`src/rtl/pc_gen.sv`:
```
// pc_gen - program-counter generator for the openMIPS fetch stage.
//
// Holds the instruction fetch address, drives the instruction-memory chip
// enable and advances by one instruction per accepted fetch. Supports
// pipeline stall, memory back-pressure, branch redirects with a one-entry
// pending buffer, exception flush and target alignment checking.
//
// Parameters:
//   ADDR_W       width of the PC and all target buses
//   INST_BYTES   bytes per instruction (power of two, >= 1)
//   RESET_VECTOR first fetch address after reset (INST_BYTES-aligned)
//   STALL_W      width of the pipeline stall vector (only bit 0 used)
//
// Ports:
//   clk              clock, rising edge
//   rst              asynchronous active-low reset
//   stall            pipeline stall vector; stall[0] freezes the PC
//   if_ready         instruction memory accepts the current fetch
//   branch_flag      redirect request
//   branch_target    redirect address
//   flush            exception/ERET flush request
//   flush_pc         handler or return address
//   ce               instruction-memory chip enable
//   pc               current fetch address
//   redirect_pending a captured branch is waiting to be applied
//   misalign         one-cycle pulse when an applied target had low bits set
module pc_gen #(
  parameter int                 ADDR_W       = 32,
  parameter int                 INST_BYTES   = 4,
  parameter logic [ADDR_W-1:0]  RESET_VECTOR = '0,
  parameter int                 STALL_W      = 6
) (
  input  logic               clk,
  input  logic               rst,
  input  logic [STALL_W-1:0] stall,
  input  logic               if_ready,
  input  logic               branch_flag,
  input  logic [ADDR_W-1:0]  branch_target,
  input  logic               flush,
  input  logic [ADDR_W-1:0]  flush_pc,
  output logic               ce,
  output logic [ADDR_W-1:0]  pc,
  output logic               redirect_pending,
  output logic               misalign
);

  // Low-bit mask covering the byte offset inside one instruction.
  localparam logic [ADDR_W-1:0] LOW_MASK = ADDR_W'(INST_BYTES - 1);
  localparam logic [ADDR_W-1:0] INC      = ADDR_W'(INST_BYTES);

  typedef enum logic {
    OFF = 1'b0,
    RUN = 1'b1
  } state_t;

  state_t             state;
  logic [ADDR_W-1:0]  pend_target;
  logic               adv;

  // Only the fetch-stage stall bit matters here; the rest of the vector
  // belongs to later pipeline stages.
  logic unused_stall;
  assign unused_stall = ^stall;

  // A fetch is accepted when running, not stalled, and memory is ready.
  assign adv = (state == RUN) && !stall[0] && if_ready;

  // Single sequential block: OFF waits one edge after reset release, RUN
  // applies the redirect priority chain (flush, branch, pending, increment).
  // misalign defaults low every edge so it only ever pulses for one cycle.
  always_ff @(posedge clk or negedge rst) begin
    if (!rst) begin
      state            <= OFF;
      ce               <= 1'b0;
      pc               <= RESET_VECTOR;
      redirect_pending <= 1'b0;
      pend_target      <= '0;
      misalign         <= 1'b0;
    end else begin
      misalign <= 1'b0;
      case (state)
        OFF: begin
          // Redirect requests are ignored until the PC is running.
          state <= RUN;
          ce    <= 1'b1;
        end
        RUN: begin
          ce <= 1'b1;
          if (flush) begin
            pc               <= flush_pc & ~LOW_MASK;
            misalign         <= |(flush_pc & LOW_MASK);
            redirect_pending <= 1'b0;
          end else if (branch_flag && adv) begin
            pc               <= branch_target & ~LOW_MASK;
            misalign         <= |(branch_target & LOW_MASK);
            redirect_pending <= 1'b0;
          end else if (branch_flag) begin
            // Fetch blocked: hold the target until a fetch is accepted.
            // A newer branch simply overwrites the older one.
            pend_target      <= branch_target;
            redirect_pending <= 1'b1;
          end else if (redirect_pending && adv) begin
            pc               <= pend_target & ~LOW_MASK;
            misalign         <= |(pend_target & LOW_MASK);
            redirect_pending <= 1'b0;
          end else if (adv) begin
            pc <= pc + INC;
          end
        end
        default: begin
          state <= OFF;
          ce    <= 1'b0;
        end
      endcase
    end
  end

endmodule
```
`config.mk`:
```
export PLATFORM = sky130hd
export DESIGN_NAME = pc_gen
export DESIGN_NICKNAME = d
export VERILOG_FILES = /design/src/rtl/pc_gen.sv
export SDC_FILE = /design/constraint.sdc
export NUM_CORES = 1
export LEC_CHECK = 0
export CORE_AREA = 4 4 101 103
export CTS_CLUSTER_SIZE = 25
export DETAILED_ROUTE_END_ITERATION = 8
export DIE_AREA = 0 0 105 107
export GPL_TIMING_DRIVEN = 0
export PLACE_DENSITY = 0.85
export SLEW_MARGIN = 40
export SYNTH_ARGS = -nofsm -noshare
export SYNTH_HDL_FRONTEND = slang
export SYNTH_SLANG_ARGS = --single-unit
```
`constraint.sdc`:
```
create_clock -name clk -period 1.6 [get_ports clk]
set_input_delay 0.32 -clock clk [delete_from_list [all_inputs] [get_ports clk]]
set_output_delay 0.32 -clock clk [all_outputs]
set_load 0.01 [all_outputs]
```
After elaboration in Yosys (flattened, before gate mapping)
Index checks and enable logic that the tools add are counted.
{"block": "totals", "register_bits": 67, "out_inout_bits": 35, "word_cells": 36}
{"block": "classes", "add_sub_neg": 1, "n_eq_ne": 1, "n_mux": 14, "bitwise_logic": 2, "n_reduce_logical": 13}
{"op": "32-bit two-way mux", "n": 5}
{"op": "32-bit by 3-bit adder with 32-bit output (second input constant)", "n": 1}
{"op": "1-bit two-way mux", "n": 9}
{"op": "4-bit nonzero test", "n": 2}
{"op": "2-bit OR reduction", "n": 3}
{"op": "1-bit logical AND", "n": 4}
{"op": "4-bit AND reduction", "n": 1}
{"op": "3-bit by 1-bit inequality test with 1-bit output (second input constant)", "n": 1}
{"op": "3-bit AND reduction", "n": 1}
{"op": "1-bit NOT", "n": 2}
{"op": "2-bit AND reduction", "n": 1}
{"op": "1-bit logical NOT", "n": 1}

Longest topological paths before layout
{"block": "logic_depth", "word_depth": 9, "ltp_mapped": 8, "depth_no_buf": 6}

Least setup slack after synthesis
OpenSTA, ideal clock, no wires.
{"block": "synth_timing", "path_type": "reg-to-reg", "start": "reg pc[10]", "end": "reg pc[25]", "setup_ps": 126, "t_arrival_ps": 1695, "required_ps": 1474, "setup_slack_ps": -221, "path_stages_with_launch": 7, "path_buffers": 1, "period_less_slack_ps": 1821, "path_cell_list": "dfrtp_1 nand3_1 nor4_4 buf_4 nand4_1 mux2i_1 a221o_1"}
{"block": "synth_between", "elab_chain_cells": 6}
{"element": "start, declared", "line_no": "42", "text": "output logic [ADDR_W-1:0] pc,"}
{"element": "start signal, assigned", "line_no": "90", "text": "pc <= flush_pc & ~LOW_MASK;"}
{"element": "start signal, assigned", "line_no": "94", "text": "pc <= branch_target & ~LOW_MASK;"}
{"element": "start signal, assigned", "line_no": "103", "text": "pc <= pend_target & ~LOW_MASK;"}
{"element": "32-bit by 3-bit adder with 32-bit output", "line_no": "107", "text": "pc <= pc + INC;"}
{"element": "32-bit two-way mux", "line_no": "106", "text": "end else if (adv) begin"}
{"element": "32-bit two-way mux", "line_no": "102", "text": "end else if (redirect_pending && adv) begin"}
{"element": "32-bit two-way mux", "line_no": "97", "text": "end else if (branch_flag) begin"}
{"element": "32-bit two-way mux", "line_no": "93", "text": "end else if (branch_flag && adv) begin"}
{"element": "32-bit two-way mux", "line_no": "89", "text": "if (flush) begin"}
Every way passes these cells. The select of a mux whose other input is x is not followed.
A chain may end at the register's enable or synchronous reset.

Final worst setup path
{"block": "layout_timing", "start": "reg state", "end": "reg pc[12]"}
{"block": "layout_between", "elab_chain_cells": 7, "word_cells_on_any_way": 11, "classes_between": "1 x eq/ne; 4 x mux; 6 x reduce/logical"}
{"element": "start, declared", "line_no": "56", "text": "state_t state;"}
{"element": "start signal, assigned", "line_no": "73", "text": "state <= OFF;"}
{"element": "start signal, assigned", "line_no": "84", "text": "state <= RUN;"}
{"element": "start signal, assigned", "line_no": "111", "text": "state <= OFF;"}
{"element": "1-bit logical AND (2 in series)", "line_no": "66", "text": "assign adv = (state == RUN) && !stall[0] && if_ready;"}
{"element": "1-bit logical AND", "line_no": "102"}
{"element": "32-bit two-way mux", "line_no": "102"}
{"element": "32-bit two-way mux", "line_no": "97"}
{"element": "32-bit two-way mux", "line_no": "93"}
{"element": "32-bit two-way mux", "line_no": "89"}
Several ways; a longest one is shown, not always the timed one. The select of a mux whose other input is x is not followed.

==> results.md <==
- Mux share of post-synthesis cell area: under 10%
- Vias in the first global route: 4,699
- Number of H-tree levels: 3
- Adder-cell share of the synthesized area: less than 1%
- Sequential cell area in the final layout: between 0.0015 and 0.002 mm^2
- Crit. path cell count: 8
- Standard cell area after detailed placement: 0.00531 mm^2
- Power, Total: 5.90 mW
- Worst voltage drop across the vdd grid: about 0.00046 V
- Proportion of layout cells with a drive suffix above 1: approximately 40%
- RSZ-0062 raised after global routing: true
- Global route overflow: 0
- Sw Pwr: 2.06 mW
- Worst Path Arrival: roughly 2300 ps
- Cell types occupying the most area after synthesis: dfrtp_1 (40%), mux2_2 (8.7%), o21ai_0 (3.4%)
- Part of the total power dissipated in sequential elements: between 30 and 40%
- Avg WL per Cell: 25.5 um
- Synthesis warning total: 0
- Placeable core area: 0.00920 mm^2
- Area fraction in compound gates after synthesis: 22.1%
- Family of cells with the greatest summed delay on the critical path: compound AO/OA/AOI/OAI gates
- Die width: about 110 um
- Synthesized-area fraction occupied by and/or/nand/nor cells: between 20% and 30%
- Ordered list of cells on the worst path: buf_6 -> nand4b_1 -> buf_6 -> clkbuf_16 -> nor3_4 -> o21ai_2 -> o221ai_2 -> a31oi_1
- CTS tree: yes
- Diode insertion count for antenna repair: 0
- Switching Fraction: 34.9%
- Outcome: finished, violations left
- Clock period minus worst slack: ~2000 ps
- DRC violations left: 0
- Clock root buffer master: clkbuf_8
- Total CTS buffers: 9
- Total internal power: ~3.8 mW
- Worst reg2reg path startpoint: state
- Fillcell total: 582
- Routed vias: 5,051
- Avg Inst Size Synth: ~9.4 um^2
- Post-synth top flop: dfrtp_1
- Final setup vio count: between 40 and 50
- Post-Syn Area: approximately 0.004 mm^2
- Gpl congestion: 0.921
- Number of max-slew violations in the final report: 0
- Number of top-level design ports: 110
- Layout Area Growth over Synthesis: 71.2%
- Period utilization: 128%
- Number of iterations in the first detailed-routing pass: 8
- Gate Count Post-Synth: 429
- Synth Area in XOR/XNOR: roughly 2.2%
- Combined area of the multi-input logic cells: 0.00273 mm^2
- First-pass GRT wire length: roughly 24,000 um
- Port-buffer cells: around 100
- Timing-limited maximum frequency: roughly 490 MHz
- Number of distinct library cells after synthesis: 67
- Clock latency reported for the late side of the worst-skew pair: ~370 ps
- CTS clk-pin slew, worst paths: around 90 ps
- Clock Tree Buf Depth: 2
- Final worst-path setup slack: -448 ps
- CP dominant cell by count: buf_6
- GRT Overall Usage: approximately 27%
- Critical path start-end classification: register to register
- Total wire length: around 19,000 um
- Count of flip-flops with a built-in enable after synthesis: 0
- Standard-cell row count: 35
- Category of the worst setup path capture point: register
- Clock Skew: a little over 20 ps
- Clock sinks: 65
- Initial antenna violation count: 0
- Total die area: between 0.01 and 0.015 mm^2
- Worst slew pin tran: between 700 and 800 ps
- Largest stage delay, worst path: roughly 450 ps
- Critical Path Start Type: register
- Relative slew margins: between 40% and 50%
- Final instance area: roughly 0.0069 mm^2
- Maximum Capacitance Violations: 0
- Violated checks: negative setup slack
- Initial detailed-routing violation count: 642
- Synth area leader: dfrtp_1
- Final count of hold timing violations: 0
- Worst min-delay path category: primary input to async pin
- Number of nets with antenna violations after detailed routing: 0
- Share of synthesized registers carrying an async set or reset: 100%
- Most frequent cells after synthesis: dfrtp_1 (65), nand2_1 (34), mux2_2 (31)
- Flip-flop and latch count after synthesis: 65
- CP Buf/Inv Count: 3
- Worst Path Max Fanout: 6
- Path depth of the worst reg2reg path: 8
- Largest net degree at the start of global routing: 25
- Combinational family with the most area after synthesis: compound AO/OA/AOI/OAI gates
- Clock power share: between 20% and 30%
- Height of the die: 107 um
- Initial Util: a little over two fifths
- HPWL after detailed placement: approximately 11,000 um
- Slowest library cell on the worst path: a31oi_1
- Sequential-to-total area share from yosys stat: between 40% and 50%
- Leakage: 2.87 nW
- Routed vias/inst: slightly below 7
- Fraction of synthesized cell area taken by the top area cell type: roughly 40%
- Gate power share: 37.3%
- Most frequently used cell type in the post-synthesis netlist: dfrtp_1
- Required time of the critical path: 1810 ps
- Power density normalized to cell area: around 860 mW/mm^2
- Start point of the critical path: state
- Net count reported at finish: approximately 700
per-layer routing:
layer	track usage (%)	vias to the layer above	part of all wire (%)
met5	0	-	0
met4	14.0	0	6.4
met3	6.44	135	12
met2	44.0	462	46
met1	34.5	2427	36
li1	-	2027	-
cells by family (layout without fill, tap and decap cells):
| logic type | Yosys count | after routing |
|---|---|---|
| other | 2 | 3 |
| muxes | 35 | 35 |
| adders and majority gates | 1 | 1 |
| DFF | 65 | 65 |
| xor gates and xnor gates | 10 | 10 |
| and+or+nand+nor | 152 | 152 |
| AOI/OAI and AO/OA | 128 | 128 |
| buffers and inverters | 36 | 233 |
stage by stage:
step	utilization (%)	setup slack, ps	std cells	hold slack, ps	setup TNS, ps
finish	74.8	-448	738	396	-4460
detailed placement	57.7	-1000	644	227	-54890
global route	74.8	-488	738	430	-7880
CTS	66.4	-111	710	411	-705
global placement	57.2	-2200	642	490	-183090
floorplan	-	-107	430	24.4	-284
power by group through the flow:
| stage | clock, mW | combinational, mW | sequential, mW |
|---|---|---|---|
| after floorplan | 0 | 0.740 | 2.28 |
| after global placement | 0 | 1.43 | 2.29 |
| after detailed placement | 0 | 1.48 | 2.31 |
| after CTS | 1.37 | 1.81 | 2.22 |
| after global routing | 1.47 | 2.31 | 2.31 |
| final | 1.41 | 2.20 | 2.29 |
sequential cells by signal (all words and copies together), names as in the netlist:
register / count
redirect_pending: 1
state: 1
pc: 30
misalign: 1
pend_target: 32
cell usage in the layout, fill, tap and decap left out, types with 14 or more instances in the layout:
cell type        instances
nand2_1                 27
clkdlybuf4s50_1         66
dfrtp_2                 21
dfrtp_1                 44
a21oi_1                 21
dlygate4sd2_1           23
buf_4                   62
nor2_1                  18
o21ai_0                 14
buf_6                   24
mux2_4                  29
final cells by class:
type                       instances  share of cell area (%)
clock buffer                      14                    2.51
sequential                        65                    24.0
buffer                            27                    4.26
multi-input combinational        329                    39.8
timing repair buffer             183                    26.8
inverter                           7                   0.400
clock inverter                     2                   0.182
tap                              111                    2.02
worst register-to-register path, cell delays in order (launching register included):
cell       delay, ps
dfrtp_1          430
buf_6            160
nand4b_1         210
buf_6            190
clkbuf_16        170
nor3_4            40
o21ai_2          140
o221ai_2         120
a31oi_1          450
worst paths after layout:
path / to / slack (ps)
worst max-delay path: pc[12] / -450
max in group asynchronous: pc[27] / 550
worst max register to register: pc[12] / -450
min in group clk: pend_target[25] / 520
worst min register to register: pend_target[25] / 520
worst min-delay path: pend_target[26] / 400
what timing repair did:
item	4_1_cts	5_1_grt
hold buffers	1	0
hold endpoints to repair	20	0
pin swaps	20	41
gates resized for setup	103	131
gates cloned	1	7
setup endpoints to repair	94	67
setup buffers	49	22
Power figures use the tool's default switching activity.
